`src/rtl/fpnew_divsqrt_iter_core.sv`:
```
// fpnew_divsqrt_iter_core
//   Iterative radix-2 mantissa divide / square-root core. One quotient or root bit is
//   retired per BUSY cycle, MSB first; done_o pulses for one cycle with the result.
//   Sign, exponent, special cases and rounding are handled by the issuing wrapper.
//
// Ports:
//   clk_i, rst_i        clock, synchronous active-high reset
//   div_start_i         start a division (only when ready_o)
//   sqrt_start_i        start a square root (only when ready_o); division wins if both
//   kill_i              abort current operation, return to idle, no done_o
//   mant_a_i, mant_b_i  dividend/radicand and divisor mantissas (hidden bit set)
//   sqrt_odd_exp_i      sqrt only: radicand doubled
//   ready_o, done_o, busy_o  decoded from the state register
//   result_o            MANT_WIDTH+2 bit quotient / root (1 integer bit)
//   sticky_o            final partial remainder non-zero
module fpnew_divsqrt_iter_core #(
    parameter int unsigned MANT_WIDTH = 24
) (
    input  logic                  clk_i,
    input  logic                  rst_i,
    input  logic                  div_start_i,
    input  logic                  sqrt_start_i,
    input  logic                  kill_i,
    input  logic [MANT_WIDTH-1:0] mant_a_i,
    input  logic [MANT_WIDTH-1:0] mant_b_i,
    input  logic                  sqrt_odd_exp_i,
    output logic                  ready_o,
    output logic                  done_o,
    output logic                  busy_o,
    output logic [MANT_WIDTH+1:0] result_o,
    output logic                  sticky_o
);

    localparam int unsigned RW = MANT_WIDTH + 2;
    localparam int unsigned CW = $clog2(RW);

    typedef enum logic [1:0] {StIdle, StBusy, StDone} state_e;

    state_e            r_state, w_state_d;
    logic [CW-1:0]     r_cnt;
    logic              r_is_sqrt;
    logic [MANT_WIDTH-1:0] r_b;
    // Partial remainder: division uses the low MANT_WIDTH+1 bits, sqrt all RW+1.
    logic [RW:0]       r_rem;
    // Radicand shift register; two bits are consumed per sqrt iteration.
    logic [2*RW-1:0]   r_rad;
    logic [RW-1:0]     r_q;
    logic              r_sticky;

    logic              w_start;
    logic [MANT_WIDTH:0] w_div_r;
    logic              w_div_ge;
    logic [MANT_WIDTH:0] w_div_sub;
    logic [RW+2:0]     w_sq_shift;
    logic [RW+2:0]     w_sq_trial;
    logic              w_sq_ge;
    logic [RW:0]       w_sq_rem;
    logic              w_bit;
    logic [MANT_WIDTH:0] w_rad_init;

    assign ready_o  = (r_state == StIdle) || (r_state == StDone);
    assign busy_o   = (r_state == StBusy);
    assign done_o   = (r_state == StDone);
    assign result_o = r_q;
    assign sticky_o = r_sticky;

    assign w_start = (div_start_i | sqrt_start_i) & ready_o & ~kill_i;

    // Division step: subtract divisor when it fits, then shift left.
    assign w_div_r   = r_rem[MANT_WIDTH:0];
    assign w_div_ge  = w_div_r >= {1'b0, r_b};
    assign w_div_sub = w_div_ge ? (w_div_r - {1'b0, r_b}) : w_div_r;

    // Restoring sqrt step: bring down two radicand bits, try subtracting 4*root+1.
    assign w_sq_shift = {r_rem, r_rad[2*RW-1 -: 2]};
    assign w_sq_trial = {1'b0, r_q, 2'b01};
    assign w_sq_ge    = w_sq_shift >= w_sq_trial;
    assign w_sq_rem   = w_sq_ge ? (RW+1)'(w_sq_shift - w_sq_trial) : w_sq_shift[RW:0];

    assign w_bit      = r_is_sqrt ? w_sq_ge : w_div_ge;
    assign w_rad_init = sqrt_odd_exp_i ? {mant_a_i, 1'b0} : {1'b0, mant_a_i};

    always_comb begin
        w_state_d = r_state;
        unique case (r_state)
            StIdle:  if (w_start) w_state_d = StBusy;
            StBusy:  if (r_cnt == '0) w_state_d = StDone;
            StDone:  w_state_d = w_start ? StBusy : StIdle;
            default: w_state_d = StIdle;
        endcase
        if (kill_i) w_state_d = StIdle;
    end

    always_ff @(posedge clk_i) begin
        if (rst_i) begin
            r_state <= StIdle;
        end else begin
            r_state <= w_state_d;
        end
    end

    always_ff @(posedge clk_i) begin
        if (rst_i) begin
            r_cnt     <= '0;
            r_is_sqrt <= 1'b0;
            r_b       <= '0;
            r_rem     <= '0;
            r_rad     <= '0;
            r_q       <= '0;
            r_sticky  <= 1'b0;
        end else if (w_start) begin
            r_cnt     <= CW'(RW - 1);
            r_is_sqrt <= ~div_start_i;
            r_b       <= mant_b_i;
            r_rem     <= div_start_i ? {2'b00, 1'b0, mant_a_i} : '0;
            r_rad     <= {w_rad_init, (MANT_WIDTH+3)'(0)};
            r_q       <= '0;
        end else if (r_state == StBusy) begin
            r_cnt    <= r_cnt - CW'(1);
            r_q      <= {r_q[RW-2:0], w_bit};
            r_rad    <= {r_rad[2*RW-3:0], 2'b00};
            r_rem    <= r_is_sqrt ? w_sq_rem : {2'b00, w_div_sub[MANT_WIDTH-1:0], 1'b0};
            r_sticky <= r_is_sqrt ? (w_sq_rem != '0) : (w_div_sub != '0);
        end
    end

endmodule

```
`config.mk`:
```
export PLATFORM = sky130hd
export DESIGN_NAME = fpnew_divsqrt_iter_core
export DESIGN_NICKNAME = d
export VERILOG_FILES = /design/src/rtl/fpnew_divsqrt_iter_core.sv
export SDC_FILE = /design/constraint.sdc
export NUM_CORES = 1
export LEC_CHECK = 0
export BUFFER_PORTS_ARGS = -buffer_cell sky130_fd_sc_hd__buf_2
export CORE_MARGIN = 2
export CORE_UTILIZATION = 60
export DETAILED_ROUTE_END_ITERATION = 10
export GPL_TIMING_DRIVEN = 0
export HOLD_SLACK_MARGIN = 0.05
export PLACE_DENSITY = 0.86
export SLEW_MARGIN = 10
export SYNTH_ARGS = -nofsm -noshare
export SYNTH_HDL_FRONTEND = slang
export SYNTH_SLANG_ARGS = --single-unit
```
`constraint.sdc`:
```
create_clock -name clk_i -period 3.9 [get_ports clk_i]
set_input_delay 0.39 -clock clk_i [delete_from_list [all_inputs] [get_ports clk_i]]
set_output_delay 0.39 -clock clk_i [all_outputs]
set_load 0.02 [all_outputs]
```
==> impl_results.md <==
- Status: finished, final reports clean
- Pwr per Cell Area: 503 nW/um^2
- Startpoint-to-endpoint class of the critical path: reg -> reg
- Average cell area after synthesis: 7.02 um^2
- Number of input and output port buffers inserted: 82
- CTS tree: yes
- Fill count: 1298
- Core footprint: 14400 um^2
- Startpoint of the most critical hold path: kill_i
- Met2 usage: 0.566
- Register-to-Register Path Depth: 14
- CP max FO: 10
- Depth of the worst hold-timing path: 2
- Setup repair after global routing missed its margin: no
- Arr. time, crit path: 3950 ps
- Top flip-flop cell by instance count after synthesis: dfxtp_1
- Syn Nets: 1351
- Detailed placer's ending HPWL: 21800 um
- Number of violations of the max-capacitance limit: 0
- Worst hold path endpoint: r_state[0]
- Maximum level of the CTS H-tree: 3
- Crit path time final: 3720 ps
- Clock-pin slew on the worst setup and hold paths: 90 ps
- Worst slew margin: 0.484
- Routed length per instance: 18.4 um
- Global-route usage over all layers: 0.352
- Final total negative setup slack: 0 ps
- Area of the mapped netlist: 8720 um^2
- Critical Path Source: result_o[18]
- Number of distinct standard cells referenced by the synthesized netlist: 79
- Number of clock sinks: 111
- Reg2Reg Launch Point: result_o[18]
- Buffer type at the clock tree root: clkbuf_16
- Final number of hold-violating endpoints: 0
- Final Setup Violations: 0
- Later-pin clock latency in the skew report: 380 ps
- Final hold slack: 217 ps
- Share of the clock period used by the worst path: 0.954
- Standard-cell rows: 44
- Final WL: 28100 um
- Antenna diode count: 0
- Longest Clk Path Bufs: 2
- List of cells traversed by the critical path: inv_1 -> ha_1 -> clkbuf_1 -> nand2_1 -> o221ai_1 -> o31ai_2 -> nor3b_1 -> a21oi_4 -> o21ai_2 -> buf_2 -> mux2i_1 -> o221ai_1 -> nand2_1 -> a21oi_1
- Via count of the routed design: 9715
- Initial antenna violation count: 0
- Placer congestion estimate: 0.988
- Yosys warning count: 0
- DRC violations left: 0
- Hold-fix buffers, CTS: 0
- GR Overflow Total: 0
- Area of the die: 15500 um^2
- Register-to-register setup slack: 180 ps
- Number of standard cells after synthesis: 1242
- Slew at the pin with the worst max-slew slack: 774 ps
- Mean number of vias per cell: 6.37
- Die height: 125 um
- Fin nets: 1444
- Top-level I/O count: 84
- Met1 Resource Use GR: 0.455
- Global routing met3 resource utilization: 0.0550
- Async SR Flop Fraction: 0
- Pin count of the biggest net entering global routing: 21
- Horiz. Die Dim: 125 um
- Worst Hold Class: in -> reg
- Layout Area Growth over Synthesis: 11.0%
- 1st-pass router iterations: 8
- Post-DRT Antenna Nets: 0
- Clock skew after layout: 11.7 ps
- Startpoint kind of the worst setup timing path: register
- Post-synth EDFFs: 0
- Share of final-layout standard cells stronger than drive strength 1: 0.0978
- Wire length of the first global-routing pass: 44400 um
- Cell with the largest stage delay on the worst path: nor3b_1
- Worst EP required: 4120 ps
- GRT busiest layer: met2
- Starting utilization of the core area: 0.607
- Maximum ir drop on the vdd rail: 291 uV
- Category of the worst setup path capture point: register
- Total CTS buffers: 9
- Max Clock Freq: 0.269 GHz
- Post-synthesis sequential element count: 111
- Sequential cell area fraction in the yosys report: 0.255
- Static leakage power: 3.82 nW
- Via count of the first global-routing pass: 8898
- Slowest stage delay, CP: 390 ps
- Max Transition Viols Final: 0
- Iteration-0 DRC count of the detailed router: 1209
- Endpoint of the most critical register-to-register path: r_rem[16]
Yosys cell counts, types with 4 or more instances:
cell type	instances	area, um^2
o21ai_0	53	265
buf_2	6	30.0
a211o_1	5	43.8
nand3_1	20	100
o211ai_1	9	67.6
a21oi_1	144	721
mux2i_1	20	200
o21a_1	12	90.1
ha_1	54	676
buf_1	5	18.8
nand4_1	11	68.8
clkbuf_1	61	229
nor2b_1	25	156
xnor2_1	28	245
inv_1	67	251
nor3_1	37	185
nand2b_1	8	50.1
nand2_1	254	953
dfxtp_1	111	2220
a21boi_0	4	30.0
nor4_1	12	75.1
a31oi_1	7	43.8
or3_1	6	37.5
xor2_1	11	96.3
a311oi_1	24	210
or4_1	6	45.0
and2_1	12	75.1
o31ai_1	7	52.6
a21o_1	17	128
a211oi_1	42	315
o21ai_1	5	25.0
nor2_1	85	319
registers in the layout (all words and copies together), names as in the netlist:
signal     count
r_state        2
result_o      26
r_is_sqrt      1
r_rem         27
r_rad         25
r_cnt          5
r_b           24
sticky_o       1
metrics by stage:
stage,power (mW),utilization,instances,area [um^2],worst slack [ps]
after floorplan,3.18,-,1242,8720,768
after global placement,3.76,0.651,1508,9360,224
after detailed placement,3.79,0.651,1508,9360,135
after CTS,4.74,0.671,1524,9640,135
after global routing,5.13,0.674,1524,9680,10.2
final,4.86,0.674,1524,9680,178
report_power, final:
group,switching [mW],total [mW],internal [mW],leakage (nW)
clock network,0.511,0.964,0.452,0.141
registers,0.126,1.34,1.21,0.911
logic,1.59,2.56,0.972,2.77
total,2.23,4.86,2.64,3.82
layout by cell type (no fill, tap or decap), drive strengths merged, types with 3 or more instances in the layout:
master / Yosys / final
a21boi: 5 / 5
or3: 6 / 6
o21ai: 59 / 59
o221ai: 3 / 3
or4: 6 / 6
o211ai: 9 / 9
nand3b: 3 / 3
and4: 3 / 3
o21bai: 3 / 3
mux2i: 20 / 20
nand3: 20 / 20
a211o: 5 / 5
o31ai: 7 / 7
inv: 67 / 73
clkbuf: 61 / 71
nor4: 12 / 12
a211oi: 42 / 42
o22ai: 3 / 3
and3: 4 / 4
a2111oi: 3 / 3
xnor2: 28 / 28
a21o: 19 / 19
a311oi: 24 / 24
nand2: 254 / 254
and2: 12 / 12
nor3: 37 / 37
buf: 15 / 97
a21oi: 146 / 146
nand4: 11 / 11
a31oi: 8 / 8
o2111ai: 3 / 3
nor2b: 25 / 25
o21a: 12 / 12
a221oi: 3 / 3
ha: 54 / 54
nand2b: 8 / 8
nor2: 86 / 86
dfxtp: 111 / 111
xor2: 11 / 11
routing by layer:
metal	vias to the layer above	routed length, um
li1	4614	-
met1	4389	11200
met2	593	12600
met3	119	2880
met4	0	1470
met5	-	0
kinds of logic (layout without fill, tap and decap cells):
kind of cell	count (synthesis)	after routing	synth area share
simple gates	493	493	0.252
buf+inv	144	242	0.0654
compound gates	379	379	0.284
xor+xnor	39	39	0.0392
flops	111	111	0.255
fa+ha+maj	55	55	0.0798
mux	21	21	0.0243
layout make-up:
| type | instances | area, um^2 | area share |
|---|---|---|---|
| buffer | 76 | 317 | 0.0327 |
| clock buffer | 10 | 229 | 0.0237 |
| clock inverter | 6 | 55.1 | 0.00569 |
| inverter | 68 | 255 | 0.0264 |
| multi-input combinational | 987 | 5960 | 0.615 |
| sequential | 111 | 2230 | 0.230 |
| tap | 184 | 230 | 0.0238 |
| timing repair buffer | 82 | 410 | 0.0424 |
critical path, delay by kind of cell (launching register included):
kind	cells	cell delay (ps)
simple gates	3	610
flops	1	370
fa+ha+maj	1	270
buf+inv	3	790
mux	1	310
compound gates	6	1220
worst max-delay path by stage:
stage           endpoint  slack, ps
6_report       r_rem[16]        180
5_1_grt         r_rem[9]         10
4_1_cts         r_rem[4]        140
3_5_place_dp   r_rem[24]        140
3_3_place_gp    r_rem[4]        220
2_1_floorplan   r_rem[5]        770
what timing repair did:
item	in CTS	in global routing
gates resized for setup	0	10
buffers inserted	0	0
setup endpoints to repair	0	21
(Power assumes the default switching activity.)
